--- src/rtl/csr_file_pkg.sv ---
`default_nettype none
// =============================================================================
// csr_file_pkg : CSR addresses, mstatus bit positions, mcause/mtvec types. Rev 1.0
// =============================================================================
package csr_file_pkg;

    localparam int WORD_W = 32;

    typedef enum logic [11:0] {
        CSR_MSTATUS   = 12'h300,
        CSR_MISA      = 12'h301,
        CSR_MIE       = 12'h304,
        CSR_MTVEC     = 12'h305,
        CSR_MSCRATCH  = 12'h340,
        CSR_MEPC      = 12'h341,
        CSR_MCAUSE    = 12'h342,
        CSR_MTVAL     = 12'h343,
        CSR_MIP       = 12'h344,
        CSR_MCYCLE    = 12'hB00,
        CSR_MINSTRET  = 12'hB02,
        CSR_MCYCLEH   = 12'hB80,
        CSR_MINSTRETH = 12'hB82,
        CSR_CYCLE     = 12'hC00,
        CSR_INSTRET   = 12'hC02,
        CSR_CYCLEH    = 12'hC80,
        CSR_INSTRETH  = 12'hC82,
        CSR_MVENDORID = 12'hF11,
        CSR_MARCHID   = 12'hF12,
        CSR_MIMPID    = 12'hF13,
        CSR_MHARTID   = 12'hF14
    } csr_addr_t;

    localparam int MSTATUS_MIE  = 3;
    localparam int MSTATUS_MPIE = 7;

    // Only the external, timer and software interrupt lines exist.
    localparam logic [WORD_W-1:0] MIP_MASK = 32'h0000_0888;

    typedef struct packed {
        logic        irq;
        logic [25:0] pad;
        logic [4:0]  code;
    } mcause_t;

    typedef enum logic [1:0] {
        MTVEC_DIRECT   = 2'd0,
        MTVEC_VECTORED = 2'd1
    } mtvec_mode_t;

    function automatic logic is_counter_addr(input logic [11:0] addr);
        return (addr == CSR_MCYCLE)  || (addr == CSR_MINSTRET)  ||
               (addr == CSR_MCYCLEH) || (addr == CSR_MINSTRETH) ||
               (addr == CSR_CYCLE)   || (addr == CSR_INSTRET)   ||
               (addr == CSR_CYCLEH)  || (addr == CSR_INSTRETH);
    endfunction

endpackage
`default_nettype wire

--- src/rtl/csr_file_if.sv ---
`default_nettype none
// =============================================================================
// csr_if : CSR access, trap/retire events and fetch-side outputs. Rev 1.0
// =============================================================================
interface csr_if;
    import csr_file_pkg::*;

    logic              csr_write;
    logic [11:0]       csr_waddr;
    logic [WORD_W-1:0] csr_wdata;
    logic [11:0]       csr_raddr;
    logic [WORD_W-1:0] csr_rdata;
    logic              csr_illegal;
    logic              instr_retire;
    logic              trap_valid;
    logic              trap_is_irq;
    logic [4:0]        trap_cause;
    logic [WORD_W-1:0] trap_pc;
    logic [WORD_W-1:0] trap_tval;
    logic              mret;
    logic [WORD_W-1:0] trap_vector;
    logic [WORD_W-1:0] mepc_out;
    logic              irq_ext;
    logic              irq_tmr;
    logic              irq_sw;
    logic              irq_pending;

    modport master (
        output csr_write, csr_waddr, csr_wdata, csr_raddr,
        output instr_retire, trap_valid, trap_is_irq, trap_cause, trap_pc, trap_tval, mret,
        output irq_ext, irq_tmr, irq_sw,
        input  csr_rdata, csr_illegal, trap_vector, mepc_out, irq_pending
    );

    modport slave (
        input  csr_write, csr_waddr, csr_wdata, csr_raddr,
        input  instr_retire, trap_valid, trap_is_irq, trap_cause, trap_pc, trap_tval, mret,
        input  irq_ext, irq_tmr, irq_sw,
        output csr_rdata, csr_illegal, trap_vector, mepc_out, irq_pending
    );

endinterface
`default_nettype wire

--- src/rtl/csr_file_counter64.sv ---
`default_nettype none
// =============================================================================
// csr_counter64 : 64-bit free-running counter with per-half overwrite. Rev 1.0
// =============================================================================
module csr_counter64
    import csr_file_pkg::*;
(
    input  wire logic              CLK,
    input  wire logic              nRST,
    input  wire logic              inc,
    input  wire logic              wr_lo,
    input  wire logic              wr_hi,
    input  wire logic [WORD_W-1:0] wdata,
    output      logic [63:0]       count
);

    logic [63:0] cnt_q, cnt_d;

    // A write to either half owns the cycle: the whole counter skips its increment.
    always_comb begin
        cnt_d = cnt_q;
        if (wr_lo || wr_hi) begin
            if (wr_lo) cnt_d[31:0]  = wdata;
            if (wr_hi) cnt_d[63:32] = wdata;
        end else if (inc) begin
            cnt_d = cnt_q + 64'd1;
        end
    end

    always_ff @(posedge CLK or negedge nRST) begin
        if (!nRST) cnt_q <= '0;
        else       cnt_q <= cnt_d;
    end

    assign count = cnt_q;

endmodule
`default_nettype wire

--- src/rtl/csr_file.sv ---
`default_nettype none
// =============================================================================
// csr_file : machine-mode CSR file for the RV32 core; CSR_COUNTERS_EN adds
//            mcycle/minstret. Rev 1.0
// =============================================================================
module csr_file
    import csr_file_pkg::*;
#(
    parameter logic [WORD_W-1:0] HART_ID     = '0,
    parameter logic [WORD_W-1:0] MTVEC_RESET = 32'h0000_0000,
    parameter logic [WORD_W-1:0] MISA_VAL    = 32'h4000_0100
) (
    input wire logic CLK,
    input wire logic nRST,
    csr_if.slave     bus
);

    logic              mstatus_mie_q,  mstatus_mie_d;
    logic              mstatus_mpie_q, mstatus_mpie_d;
    logic [WORD_W-1:0] mie_q,      mie_d;
    logic [WORD_W-1:0] mtvec_q,    mtvec_d;
    logic [WORD_W-1:0] mscratch_q, mscratch_d;
    logic [WORD_W-1:0] mepc_q,     mepc_d;
    mcause_t           mcause_q,   mcause_d;
    logic [WORD_W-1:0] mtval_q,    mtval_d;

    logic [WORD_W-1:0] mip_val;
    logic [WORD_W-1:0] mstatus_rd;
    logic [WORD_W-1:0] rdata;
    logic              rd_ok;
    logic              wr_ok;
    logic              wr_en;
    logic              trap_state_busy;
    logic [WORD_W-1:0] vec_base;
    logic [63:0]       mcycle;
    logic [63:0]       minstret;

    assign mip_val = {20'b0, bus.irq_ext, 3'b0, bus.irq_tmr, 3'b0, bus.irq_sw, 3'b0};

    always_comb begin
        mstatus_rd               = '0;
        mstatus_rd[12:11]        = 2'b11;
        mstatus_rd[MSTATUS_MIE]  = mstatus_mie_q;
        mstatus_rd[MSTATUS_MPIE] = mstatus_mpie_q;
    end

    // ---------------------------------------------------------------- counters
`ifdef CSR_COUNTERS_EN
    csr_counter64 u_mcycle (
        .CLK   (CLK),
        .nRST  (nRST),
        .inc   (1'b1),
        .wr_lo (wr_en && (bus.csr_waddr == CSR_MCYCLE)),
        .wr_hi (wr_en && (bus.csr_waddr == CSR_MCYCLEH)),
        .wdata (bus.csr_wdata),
        .count (mcycle)
    );

    csr_counter64 u_minstret (
        .CLK   (CLK),
        .nRST  (nRST),
        .inc   (bus.instr_retire),
        .wr_lo (wr_en && (bus.csr_waddr == CSR_MINSTRET)),
        .wr_hi (wr_en && (bus.csr_waddr == CSR_MINSTRETH)),
        .wdata (bus.csr_wdata),
        .count (minstret)
    );
`else
    logic unused_retire;
    assign unused_retire = bus.instr_retire;
    assign mcycle        = '0;
    assign minstret      = '0;
`endif

    // ------------------------------------------------------------- read path
    always_comb begin
        rdata = '0;
        rd_ok = 1'b1;
        case (bus.csr_raddr)
            CSR_MSTATUS:                rdata = mstatus_rd;
            CSR_MISA:                   rdata = MISA_VAL;
            CSR_MIE:                    rdata = mie_q;
            CSR_MTVEC:                  rdata = mtvec_q;
            CSR_MSCRATCH:               rdata = mscratch_q;
            CSR_MEPC:                   rdata = mepc_q;
            CSR_MCAUSE:                 rdata = mcause_q;
            CSR_MTVAL:                  rdata = mtval_q;
            CSR_MIP:                    rdata = mip_val;
            CSR_MCYCLE,    CSR_CYCLE:   rdata = mcycle[31:0];
            CSR_MCYCLEH,   CSR_CYCLEH:  rdata = mcycle[63:32];
            CSR_MINSTRET,  CSR_INSTRET: rdata = minstret[31:0];
            CSR_MINSTRETH, CSR_INSTRETH: rdata = minstret[63:32];
            CSR_MVENDORID, CSR_MARCHID, CSR_MIMPID: rdata = '0;
            CSR_MHARTID:                rdata = HART_ID;
            default:                    rd_ok = 1'b0;
        endcase
    end

    assign bus.csr_rdata = rdata;

    // ----------------------------------------------------------- write decode
    always_comb begin
        wr_ok = 1'b0;
        case (bus.csr_waddr)
            CSR_MSTATUS, CSR_MIE, CSR_MTVEC, CSR_MSCRATCH,
            CSR_MEPC, CSR_MCAUSE, CSR_MTVAL: wr_ok = 1'b1;
`ifdef CSR_COUNTERS_EN
            CSR_MCYCLE, CSR_MCYCLEH, CSR_MINSTRET, CSR_MINSTRETH: wr_ok = 1'b1;
`endif
            default: wr_ok = 1'b0;
        endcase
`ifndef CSR_COUNTERS_EN
        // Absent counters are silently accepted and discarded.
        if (is_counter_addr(bus.csr_waddr)) wr_ok = 1'b1;
`endif
    end

    assign wr_en           = bus.csr_write && wr_ok;
    assign trap_state_busy = bus.trap_valid || bus.mret;
    assign bus.csr_illegal = !rd_ok ||
                             (bus.csr_write && (bus.csr_raddr == bus.csr_waddr) && !wr_ok);

    // ------------------------------------------------------------ next state
    always_comb begin
        mstatus_mie_d  = mstatus_mie_q;
        mstatus_mpie_d = mstatus_mpie_q;
        mie_d          = mie_q;
        mtvec_d        = mtvec_q;
        mscratch_d     = mscratch_q;
        mepc_d         = mepc_q;
        mcause_d       = mcause_q;
        mtval_d        = mtval_q;

        if (wr_en) begin
            case (bus.csr_waddr)
                CSR_MIE:      mie_d      = bus.csr_wdata & MIP_MASK;
                CSR_MSCRATCH: mscratch_d = bus.csr_wdata;
                CSR_MTVEC: begin
                    mtvec_d = {bus.csr_wdata[31:2],
                               (bus.csr_wdata[1:0] == MTVEC_VECTORED) ? MTVEC_VECTORED
                                                                      : MTVEC_DIRECT};
                end
                // Trap-state CSRs yield to a same-cycle trap or mret.
                CSR_MSTATUS: begin
                    if (!trap_state_busy) begin
                        mstatus_mie_d  = bus.csr_wdata[MSTATUS_MIE];
                        mstatus_mpie_d = bus.csr_wdata[MSTATUS_MPIE];
                    end
                end
                CSR_MEPC:   if (!trap_state_busy) mepc_d   = {bus.csr_wdata[31:2], 2'b00};
                CSR_MCAUSE: if (!trap_state_busy) mcause_d = mcause_t'(bus.csr_wdata);
                CSR_MTVAL:  if (!trap_state_busy) mtval_d  = bus.csr_wdata;
                default: ;
            endcase
        end

        if (bus.trap_valid) begin
            mepc_d         = {bus.trap_pc[31:2], 2'b00};
            mcause_d.irq   = bus.trap_is_irq;
            mcause_d.pad   = '0;
            mcause_d.code  = bus.trap_cause;
            mtval_d        = bus.trap_tval;
            mstatus_mpie_d = mstatus_mie_q;
            mstatus_mie_d  = 1'b0;
        end else if (bus.mret) begin
            mstatus_mie_d  = mstatus_mpie_q;
            mstatus_mpie_d = 1'b1;
        end
    end

    always_ff @(posedge CLK or negedge nRST) begin
        if (!nRST) begin
            mstatus_mie_q  <= 1'b0;
            mstatus_mpie_q <= 1'b0;
            mie_q          <= '0;
            mtvec_q        <= MTVEC_RESET;
            mscratch_q     <= '0;
            mepc_q         <= '0;
            mcause_q       <= '0;
            mtval_q        <= '0;
        end else begin
            mstatus_mie_q  <= mstatus_mie_d;
            mstatus_mpie_q <= mstatus_mpie_d;
            mie_q          <= mie_d;
            mtvec_q        <= mtvec_d;
            mscratch_q     <= mscratch_d;
            mepc_q         <= mepc_d;
            mcause_q       <= mcause_d;
            mtval_q        <= mtval_d;
        end
    end

    // ------------------------------------------------------- fetch-side outputs
    assign vec_base = {mtvec_q[31:2], 2'b00};

    always_comb begin
        bus.trap_vector = vec_base;
        if ((mtvec_mode_t'(mtvec_q[1:0]) == MTVEC_VECTORED) && bus.trap_is_irq) begin
            bus.trap_vector = vec_base + {25'b0, bus.trap_cause, 2'b00};
        end
    end

    assign bus.mepc_out    = mepc_q;
    assign bus.irq_pending = mstatus_mie_q && (|(mie_q & mip_val));

endmodule
`default_nettype wire

--- src/flat_wrapper.sv ---
// flat-port wrapper written by rule: the top's interface ports become plain ports
module csr_file_flat import csr_file_pkg::*;
#(
    parameter logic [WORD_W-1:0] HART_ID     = '0,
    parameter logic [WORD_W-1:0] MTVEC_RESET = 32'h0000_0000,
    parameter logic [WORD_W-1:0] MISA_VAL    = 32'h4000_0100
)
  (CLK, nRST, bus_csr_write, bus_csr_waddr, bus_csr_wdata, bus_csr_raddr, bus_instr_retire, bus_trap_valid, bus_trap_is_irq, bus_trap_cause, bus_trap_pc, bus_trap_tval, bus_mret, bus_irq_ext, bus_irq_tmr, bus_irq_sw, bus_csr_rdata, bus_csr_illegal, bus_trap_vector, bus_mepc_out, bus_irq_pending);
  csr_if bus_i ();
  input wire logic CLK;
  input wire logic nRST;
  input wire logic [$bits(bus_i.csr_write)-1:0] bus_csr_write;
  input wire logic [$bits(bus_i.csr_waddr)-1:0] bus_csr_waddr;
  input wire logic [$bits(bus_i.csr_wdata)-1:0] bus_csr_wdata;
  input wire logic [$bits(bus_i.csr_raddr)-1:0] bus_csr_raddr;
  input wire logic [$bits(bus_i.instr_retire)-1:0] bus_instr_retire;
  input wire logic [$bits(bus_i.trap_valid)-1:0] bus_trap_valid;
  input wire logic [$bits(bus_i.trap_is_irq)-1:0] bus_trap_is_irq;
  input wire logic [$bits(bus_i.trap_cause)-1:0] bus_trap_cause;
  input wire logic [$bits(bus_i.trap_pc)-1:0] bus_trap_pc;
  input wire logic [$bits(bus_i.trap_tval)-1:0] bus_trap_tval;
  input wire logic [$bits(bus_i.mret)-1:0] bus_mret;
  input wire logic [$bits(bus_i.irq_ext)-1:0] bus_irq_ext;
  input wire logic [$bits(bus_i.irq_tmr)-1:0] bus_irq_tmr;
  input wire logic [$bits(bus_i.irq_sw)-1:0] bus_irq_sw;
  output wire logic [$bits(bus_i.csr_rdata)-1:0] bus_csr_rdata;
  output wire logic [$bits(bus_i.csr_illegal)-1:0] bus_csr_illegal;
  output wire logic [$bits(bus_i.trap_vector)-1:0] bus_trap_vector;
  output wire logic [$bits(bus_i.mepc_out)-1:0] bus_mepc_out;
  output wire logic [$bits(bus_i.irq_pending)-1:0] bus_irq_pending;
  assign bus_i.csr_write = bus_csr_write;
  assign bus_i.csr_waddr = bus_csr_waddr;
  assign bus_i.csr_wdata = bus_csr_wdata;
  assign bus_i.csr_raddr = bus_csr_raddr;
  assign bus_i.instr_retire = bus_instr_retire;
  assign bus_i.trap_valid = bus_trap_valid;
  assign bus_i.trap_is_irq = bus_trap_is_irq;
  assign bus_i.trap_cause = bus_trap_cause;
  assign bus_i.trap_pc = bus_trap_pc;
  assign bus_i.trap_tval = bus_trap_tval;
  assign bus_i.mret = bus_mret;
  assign bus_i.irq_ext = bus_irq_ext;
  assign bus_i.irq_tmr = bus_irq_tmr;
  assign bus_i.irq_sw = bus_irq_sw;
  assign bus_csr_rdata = bus_i.csr_rdata;
  assign bus_csr_illegal = bus_i.csr_illegal;
  assign bus_trap_vector = bus_i.trap_vector;
  assign bus_mepc_out = bus_i.mepc_out;
  assign bus_irq_pending = bus_i.irq_pending;
  csr_file #(.HART_ID(HART_ID), .MTVEC_RESET(MTVEC_RESET), .MISA_VAL(MISA_VAL)) u_core (.CLK(CLK), .nRST(nRST), .bus(bus_i));
endmodule
--- config.mk ---
export PLATFORM = sky130hd
export DESIGN_NAME = csr_file_flat
export DESIGN_NICKNAME = d
export VERILOG_FILES = /design/src/rtl/csr_file_pkg.sv /design/src/rtl/csr_file_if.sv /design/src/rtl/csr_file_counter64.sv /design/src/rtl/csr_file.sv /design/src/flat_wrapper.sv
export SDC_FILE = /design/constraint.sdc
export NUM_CORES = 1
export LEC_CHECK = 0
export CORE_MARGIN = 2
export CORE_UTILIZATION = 40
export DETAILED_ROUTE_END_ITERATION = 10
export GPL_TIMING_DRIVEN = 0
export MAX_ROUTING_LAYER = met4
export PLACE_DENSITY_LB_ADDON = 0.3
export SYNTH_ARGS = -nofsm -noshare
export SYNTH_HDL_FRONTEND = slang
export SYNTH_HIERARCHICAL = 1
export SYNTH_SLANG_ARGS = --single-unit
--- constraint.sdc ---
create_clock -name CLK -period 2.6 [get_ports CLK]
set_clock_uncertainty 0.1 [all_clocks]
set_input_delay 0.52 -clock CLK [delete_from_list [all_inputs] [get_ports CLK]]
set_output_delay 0.52 -clock CLK [all_outputs]
set_load 0.005 [all_outputs]
==> impl_metrics.csv, run 1 <==
group,metric,value,unit
global_routing,grt_pass1_wl,56400,um
clock_tree,cts.sinks,162,
power,p_per_area,442,nW/um^2
worst_hold_path,min_from,"u_core/mscratch_q[15]",
floorplanning,start_util,40.9,%
setup_path,cp_max_fo,6,
layout,fin_nets,1414,
place,dp.cells,1456,
logic_synthesis,synth.avg_cell_area,9.81,sq um
route,vias,9622,
power,clock_power_share,40.8,%
sta,fin_tns_setup,-19750,ps
sta,fin_ws,-592,ps
route,firstDrtPassIters,5,
floorplanning,rows,55,
layout,nFillCells,1791,
power,intPower,0.00459,W
logic_synthesis,ys.flop_type,"dfrtp_1",
power,finalPower,0.00633,W
clock_tree,clk_latency,430,ps
layout,final_area,14300,sq um
place,dp.final_hpwl,24900,um
clock_tree,cts_buffer_depth,2,
route,via_per_inst,6.10,
route,ant_nets,0,
setup_path,r2r_start,"u_core/mtvec_q[23]",
sta,fin_crit,3190,ps
layout,multi_input_area,5730,sq um
clock_tree,cts_buffers,17,
power,p_switching,0.00173,W
logic_synthesis,synth-warning-count,6,
logic_synthesis,postSynthCellCount,946,
route,drt-initial-drc-count,1108,
clock_tree,cts_tree,"done",
floorplanning,core,22700,sq um
sta,grt_setup_unrepaired,"yes",
layout,area_growth_syn_to_layout,54.3,%
global_routing,antenna_found_initial,2,
power,pwr-share-comb,16.5,%
clock_tree,clk_pin_slew,60,ps
place,post_dp_cell_area,11900,sq um
outcome,status,"complete, but fails checks",
sta,maxSlewHeadroom,43.4,%
place,port_buffers,221,
place,gp_congestion,0.906,
route,wire_per_inst,25.2,um
global_routing,grt_overflow,0,
floorplanning,die_width,156,um
logic_synthesis,synthArstFlopShare,100,%
layout,drive_gt1_share,34.3,%
floorplanning,fp.dieH,156,um
sta,finalHoldViolCount,0,
worst_hold_path,min_path_type,"reg2reg",
global_routing,grt_usage,31.8,%
setup_path,startpoint,"u_core/mtvec_q[2]",
logic_synthesis,synth_area,9280,sq um
sta,setup-violations-final,60,
sta,slew_violations,0,
global_routing,grt_max_degree,120,
layout,finalNonFillerCells,1577,
setup_path,arrival,2570,ps
floorplanning,num_io_pins,233,
route,route.detailed.drc,0,
power,peakVddDrop,461,uV
setup_path,cp-end-kind,"output port",
logic_synthesis,ys_seq_elements,162,
job,drv_cap,0,
logic_synthesis,synth_cell_type_count,59,
sta,worst_pin_slew,849,ps
logic_synthesis,synth_edf_count,0,
logic_synthesis,ys_seq_area_share,43.7,%
power,p_sw_share,27.4,%
setup_path,critPathLaunchType,"flop",
route,finalWirelength,39700,um
layout,regArea,4060,sq um
outcome,violations,"setup timing",
setup_path,worst_ep_required_time,1980,ps
setup_path,path_class,"reg2out",
floorplanning,dieArea,24400,sq um
clock_tree,h-tree-depth,4,
sta,fmax,313,MHz
sta,period_share,123,%
clock_tree,root_buffer,"clkbuf_16",
power,pwr-share-seq,42.7,%
global_routing,grt_pass1_vias,9498,
power,p_leak,6.33,nW
[through the flow]
step	hold slack [ps]	setup WS [ps]	util, %
3_5_place_dp	342	-1810	52.4
6_report	408	-592	63.1
5_1_grt	415	-673	63.1
3_3_place_gp	385	-5950	52.2
2_1_floorplan	124	22.9	-
4_1_cts	403	-582	60.3
[power by group through the flow]
| stage | clock (W) | combinational, W | sequential (W) |
|---|---|---|---|
| 2_1_floorplan | 0 | 0.000354 | 0.00273 |
| 6_report | 0.00258 | 0.00104 | 0.00270 |
| 5_1_grt | 0.00270 | 0.00111 | 0.00271 |
| 3_3_place_gp | 0 | 0.000869 | 0.00274 |
| 3_5_place_dp | 0 | 0.000888 | 0.00274 |
| 4_1_cts | 0.00259 | 0.000972 | 0.00270 |
[layout make-up]
type / count / area share, %
Buffer: 72 / 4.32
Inverter: 9 / 0.236
Tap cell: 285 / 2.49
Multi-Input combinational cell: 701 / 40.0
Antenna cell: 6 / 0.105
Clock inverter: 14 / 1.07
Clock buffer: 18 / 3.07
Sequential cell: 162 / 28.3
Timing Repair Buffer: 310 / 20.4
[cells in the mapped netlist, types with 2 or more instances]
cell type	instances	area, sq um
buf_4	11	82.6
nand2b_1	4	25.0
nor3_2	2	20.0
buf_2	12	60.1
o21ai_0	9	45.0
o21ai_1	31	155
nor2b_1	3	18.8
nor3_1	7	35.0
nor4_1	4	25.0
a21oi_1	66	330
nor4b_4	3	71.3
or3_1	3	18.8
a2bb2oi_1	32	280
dfrtp_1	162	4050
nand3b_1	4	30.0
ha_1	5	62.6
inv_1	8	30.0
and4_1	2	17.5
o22ai_1	28	175
nand4_1	12	75.1
clkbuf_1	43	161
mux4_2	4	90.1
buf_6	11	124
mux2_2	62	698
a21o_1	2	15.0
mux2i_1	64	641
mux2_1	3	33.8
a31oi_1	37	231
nand3_1	9	45.0
xnor2_1	21	184
a211oi_1	2	15.0
a21boi_0	2	15.0
and3_1	5	31.3
xor2_1	20	175
nand2_1	147	552
nor2_1	53	199
and2_1	3	18.8
a22oi_1	29	218
[logic make-up (layout without fill, tap and decap cells)]
kind of cell	count (synthesis)	in the layout	share of synthesized area [%]
flip-flops	162	162	43.7
AO/OA/AOI/OAI	246	246	16.8
buffers and inverters	86	423	4.97
AND/OR/NAND/NOR	271	271	14.0
adder cells (fa/ha/maj)	6	6	0.890
XOR/XNOR	41	41	3.87
multiplexers	133	133	15.8
other	1	10	0.0404
[layer usage]
metal / track usage, % / wire (um)
met5: - / 0
met4: 16.0 / 2350
met1: 40.2 / 15300
met2: 48.5 / 18200
met3: 6.90 / 3890
[path summary, 6_finish.rpt]
path,slack (ps),cells after the start,end
worst max-delay path,-590,10,bus_trap_vector[26]
worst min-delay path,410,1,u_core/mscratch_q[15]
worst min register to register,410,1,u_core/mscratch_q[15]
max in group asynchronous,980,3,u_core/mscratch_q[31]
min in group asynchronous,470,2,u_core/mscratch_q[10]
worst max register to register,1480,2,u_core/mtvec_q[23]
[critical path, stage by stage (launching register included)]
cell	delay [ps]
dfrtp_1	350
ha_2	190
inv_2	40
fa_2	370
nor2b_4	180
o211a_4	210
o21ai_4	140
buf_6	160
nor3_2	190
xor2_1	170
buf_2	140
[cell usage in the layout, fill, tap and decap left out, types with 13 or more instances in the layout]
| cell type | n |
|---|---|
| mux2i_1 | 64 |
| buf_6 | 39 |
| buf_12 | 16 |
| xor2_1 | 18 |
| buf_2 | 62 |
| clkbuf_1 | 28 |
| buf_4 | 57 |
| a21oi_1 | 54 |
| clkbuf_16 | 21 |
| a22oi_2 | 18 |
| nand2_1 | 138 |
| a31oi_1 | 36 |
| o21ai_1 | 35 |
| dlygate4sd2_1 | 13 |
| dfrtp_1 | 160 |
| a2bb2oi_1 | 32 |
| mux2_2 | 62 |
| o22ai_4 | 15 |
| clkdlybuf4s50_1 | 132 |
| nor2_1 | 46 |
[state kept, by name, indices dropped and copies added, names as in the netlist]
signal and flops:
u_core/mstatus_mpie_q 1, u_core/bus.mepc_out 30, u_core/mie_q 3, u_core/mtvec_q 31
u_core/mtval_q 32, u_core/mstatus_mie_q 1, u_core/mscratch_q 32, u_core/mcause_q 32
[what timing repair did]
action / CTS / global route
setup buffers: 55 / 26
gates cloned: 5 / 2
gates resized for setup: 503 / 92
endpoints found under the hold margin: 43 / 0
endpoints found under the setup margin: 145 / 77
hold buffers: 1 / 0
pin swaps: 58 / 54
Note: power is estimated with default switching activity, not from simulation.
==> run 2: changes to the inputs <==
DONT_BUFFER_PORTS = 1   (was not set)
==> impl_metrics.csv, run 2 (synthesis gave the netlist of run 1 again) <==
group,metric,value,unit
outcome,status,"complete, but fails checks",
outcome,violations,"hold timing, setup timing",
clock_tree,cts_buffers,17,
route,route.detailed.drc,0,
sta,finalHoldWorstSlack,-314,ps
layout,nFillCells,2055,
layout,area_growth_syn_to_layout,25.7,%
job,drv_cap,0,
sta,period_share,116,%
power,finalPower,0.00580,W
place,post_dp_cell_area,9650,sq um
route,drt-initial-drc-count,686,
layout,drive_gt1_share,29.5,%
global_routing,grt_usage,29.3,%
layout,antennaDiodeCount,0,
floorplanning,rows,55,
route,firstDrtPassIters,5,
route,vias,8197,
power,intPower,0.00423,W
power,p_sw_share,27.0,%
sta,fin_tns_setup,-7520,ps
clock_tree,root_buffer,"clkbuf_16",
sta,worst_pin_slew,859,ps
layout,layout_common_cells,"dfrtp_1 (158), nand2_1 (141), mux2i_1 (64)",
clock_tree,clk_latency,440,ps
floorplanning,die_width,156,um
power,clock_power_share,43.8,%
setup_path,cp_max_fo,7,
sta,finalHoldViolCount,162,
clock_tree,cts.sinks,162,
power,peakVddDrop,444,uV
sta,fmax,332,MHz
floorplanning,fp.dieH,156,um
sta,maxSlewHeadroom,42.7,%
place,dp.final_hpwl,24300,um
route,via_per_inst,6.32,
setup_path,arrival,2390,ps
setup_path,rrSetupSlack,1440,ps
power,p_per_area,497,nW/um^2
sta,slew_violations,0,
floorplanning,dieArea,24400,sq um
clock_tree,cts_tree,"done",
global_routing,grt_pass1_vias,8036,
sta,grt_setup_unrepaired,"yes",
clock_tree,h-tree-depth,4,
setup_path,r2r-end,"u_core/mtvec_q[23]",
power,pwr-share-comb,9.5,%
power,pwr-share-seq,46.7,%
global_routing,grt_max_degree,163,
place,gp_congestion,0.914,
setup_path,critPathLaunchType,"flop",
sta,setup-violations-final,28,
floorplanning,core,22700,sq um
worst_hold_path,min_path_type,"in2async",
place,dp_slack,-826,ps
layout,fin_nets,1140,
sta,fin_crit,3010,ps
power,p_switching,0.00157,W
layout,final_util,51.4,%
global_routing,antenna_found_initial,0,
global_routing,grt_overflow,0,
global_routing,grt_pass1_wl,50800,um
place,port_buffers,0,
route,ant_nets,0,
layout,top_regs,"u_core/mcause_q: 32 flops, u_core/mscratch_q: 32 flops, u_core/mtval_q: 32 flops",
setup_path,path_class,"reg2out",
clock_tree,cts_buffer_depth,2,
floorplanning,num_io_pins,233,
layout,final_area,11700,sq um
setup_path,cp-end-kind,"output port",
sta,fin_ws,-415,ps
power,p_leak,4.86,nW
route,finalWirelength,35900,um
setup_path,r2r_start,"u_core/mtvec_q[23]",
layout,regArea,4060,sq um
floorplanning,start_util,40.9,%
setup_path,worst_ep_required_time,1980,ps
layout,mostFrequentLayoutCell,"dfrtp_1",
route,wire_per_inst,27.7,um
layout,multi_input_area,5660,sq um
clock_tree,clk_pin_slew,70,ps
setup_path,reg2regPathDepth,2,
-- run 2: cell types whose count changed in the layout (fill, tap and decap cells not counted), sizes merged --
cell / change
bufinv: -1
clkbuf: -1
clkdlybuf4s50: -132
diode: -6
buf: -121
dlygate4sd2: -13
clkinv: -1
clkdlybuf4s15: -1
clkinvlp: -1
inv: +3
dlymetal6s2s: -5
dlygate4sd3: -1
-- run 2: final cells by class --
type	instances	area share, %
clock inverters	14	1.22
plain buffers	72	4.46
flip-flops and latches	162	34.8
clock buffers	18	3.76
inverters	9	0.290
repair buffers	36	3.89
well taps	285	3.06
multi-input cells	701	48.5
-- run 2: stage by stage --
step,hold slack [ps],instances
after floorplan,124,949
after global placement,131,1234
after detailed placement,135,1234
after CTS,-329,1285
after global routing,-335,1297
final,-314,1297
-- run 2: what timing repair did --
item,4_1_cts,5_1_grt
pin swaps,36,43
setup buffers,37,12
endpoints found under the hold margin,162,162
endpoints found under the setup margin,59,58
cloned,2,4
resized for setup,155,75
-- run 2: how the worst max path moves through the flow --
stage                       from                  end  slack (ps)  cells after the start
5_1_grt        u_core/mtvec_q[2]  bus_trap_vector[10]        -480                      8
4_1_cts        u_core/mtvec_q[2]  bus_trap_vector[10]        -420                      8
6_report       u_core/mtvec_q[2]  bus_trap_vector[18]        -410                      8
3_3_place_gp    bus_csr_raddr[1]     bus_csr_rdata[5]        -850                      6
3_5_place_dp    bus_csr_raddr[6]    bus_csr_rdata[18]        -830                      7
2_1_floorplan  bus_trap_cause[0]  bus_trap_vector[26]          20                      8
-- run 2: worst max-delay path, cell delays in order, from the launching register on --
cell and delay [ps]:
dfrtp_1 390, ha_2 190, inv_2 50, fa_2 230, nor2b_4 50, o211a_4 240
o21ai_4 410, nor2_2 110, xnor2_2 260
-- run 2: power groups by stage --
stage	clock network, W	registers [W]	logic [W]
floorplan	0	0.00273	0.000354
global placement	0	0.00275	0.000458
detailed placement	0	0.00276	0.000468
CTS	0.00256	0.00271	0.000512
global route	0.00268	0.00272	0.000591
finish	0.00254	0.00271	0.000552
-- run 2: metal layers --
| layer | global-route usage [%] | share of wire (%) |
|---|---|---|
| met2 | 45.4 | 46 |
| met5 | - | 0 |
| met1 | 36.4 | 39 |
| met4 | 11.4 | 4.2 |
| met3 | 8.20 | 10 |
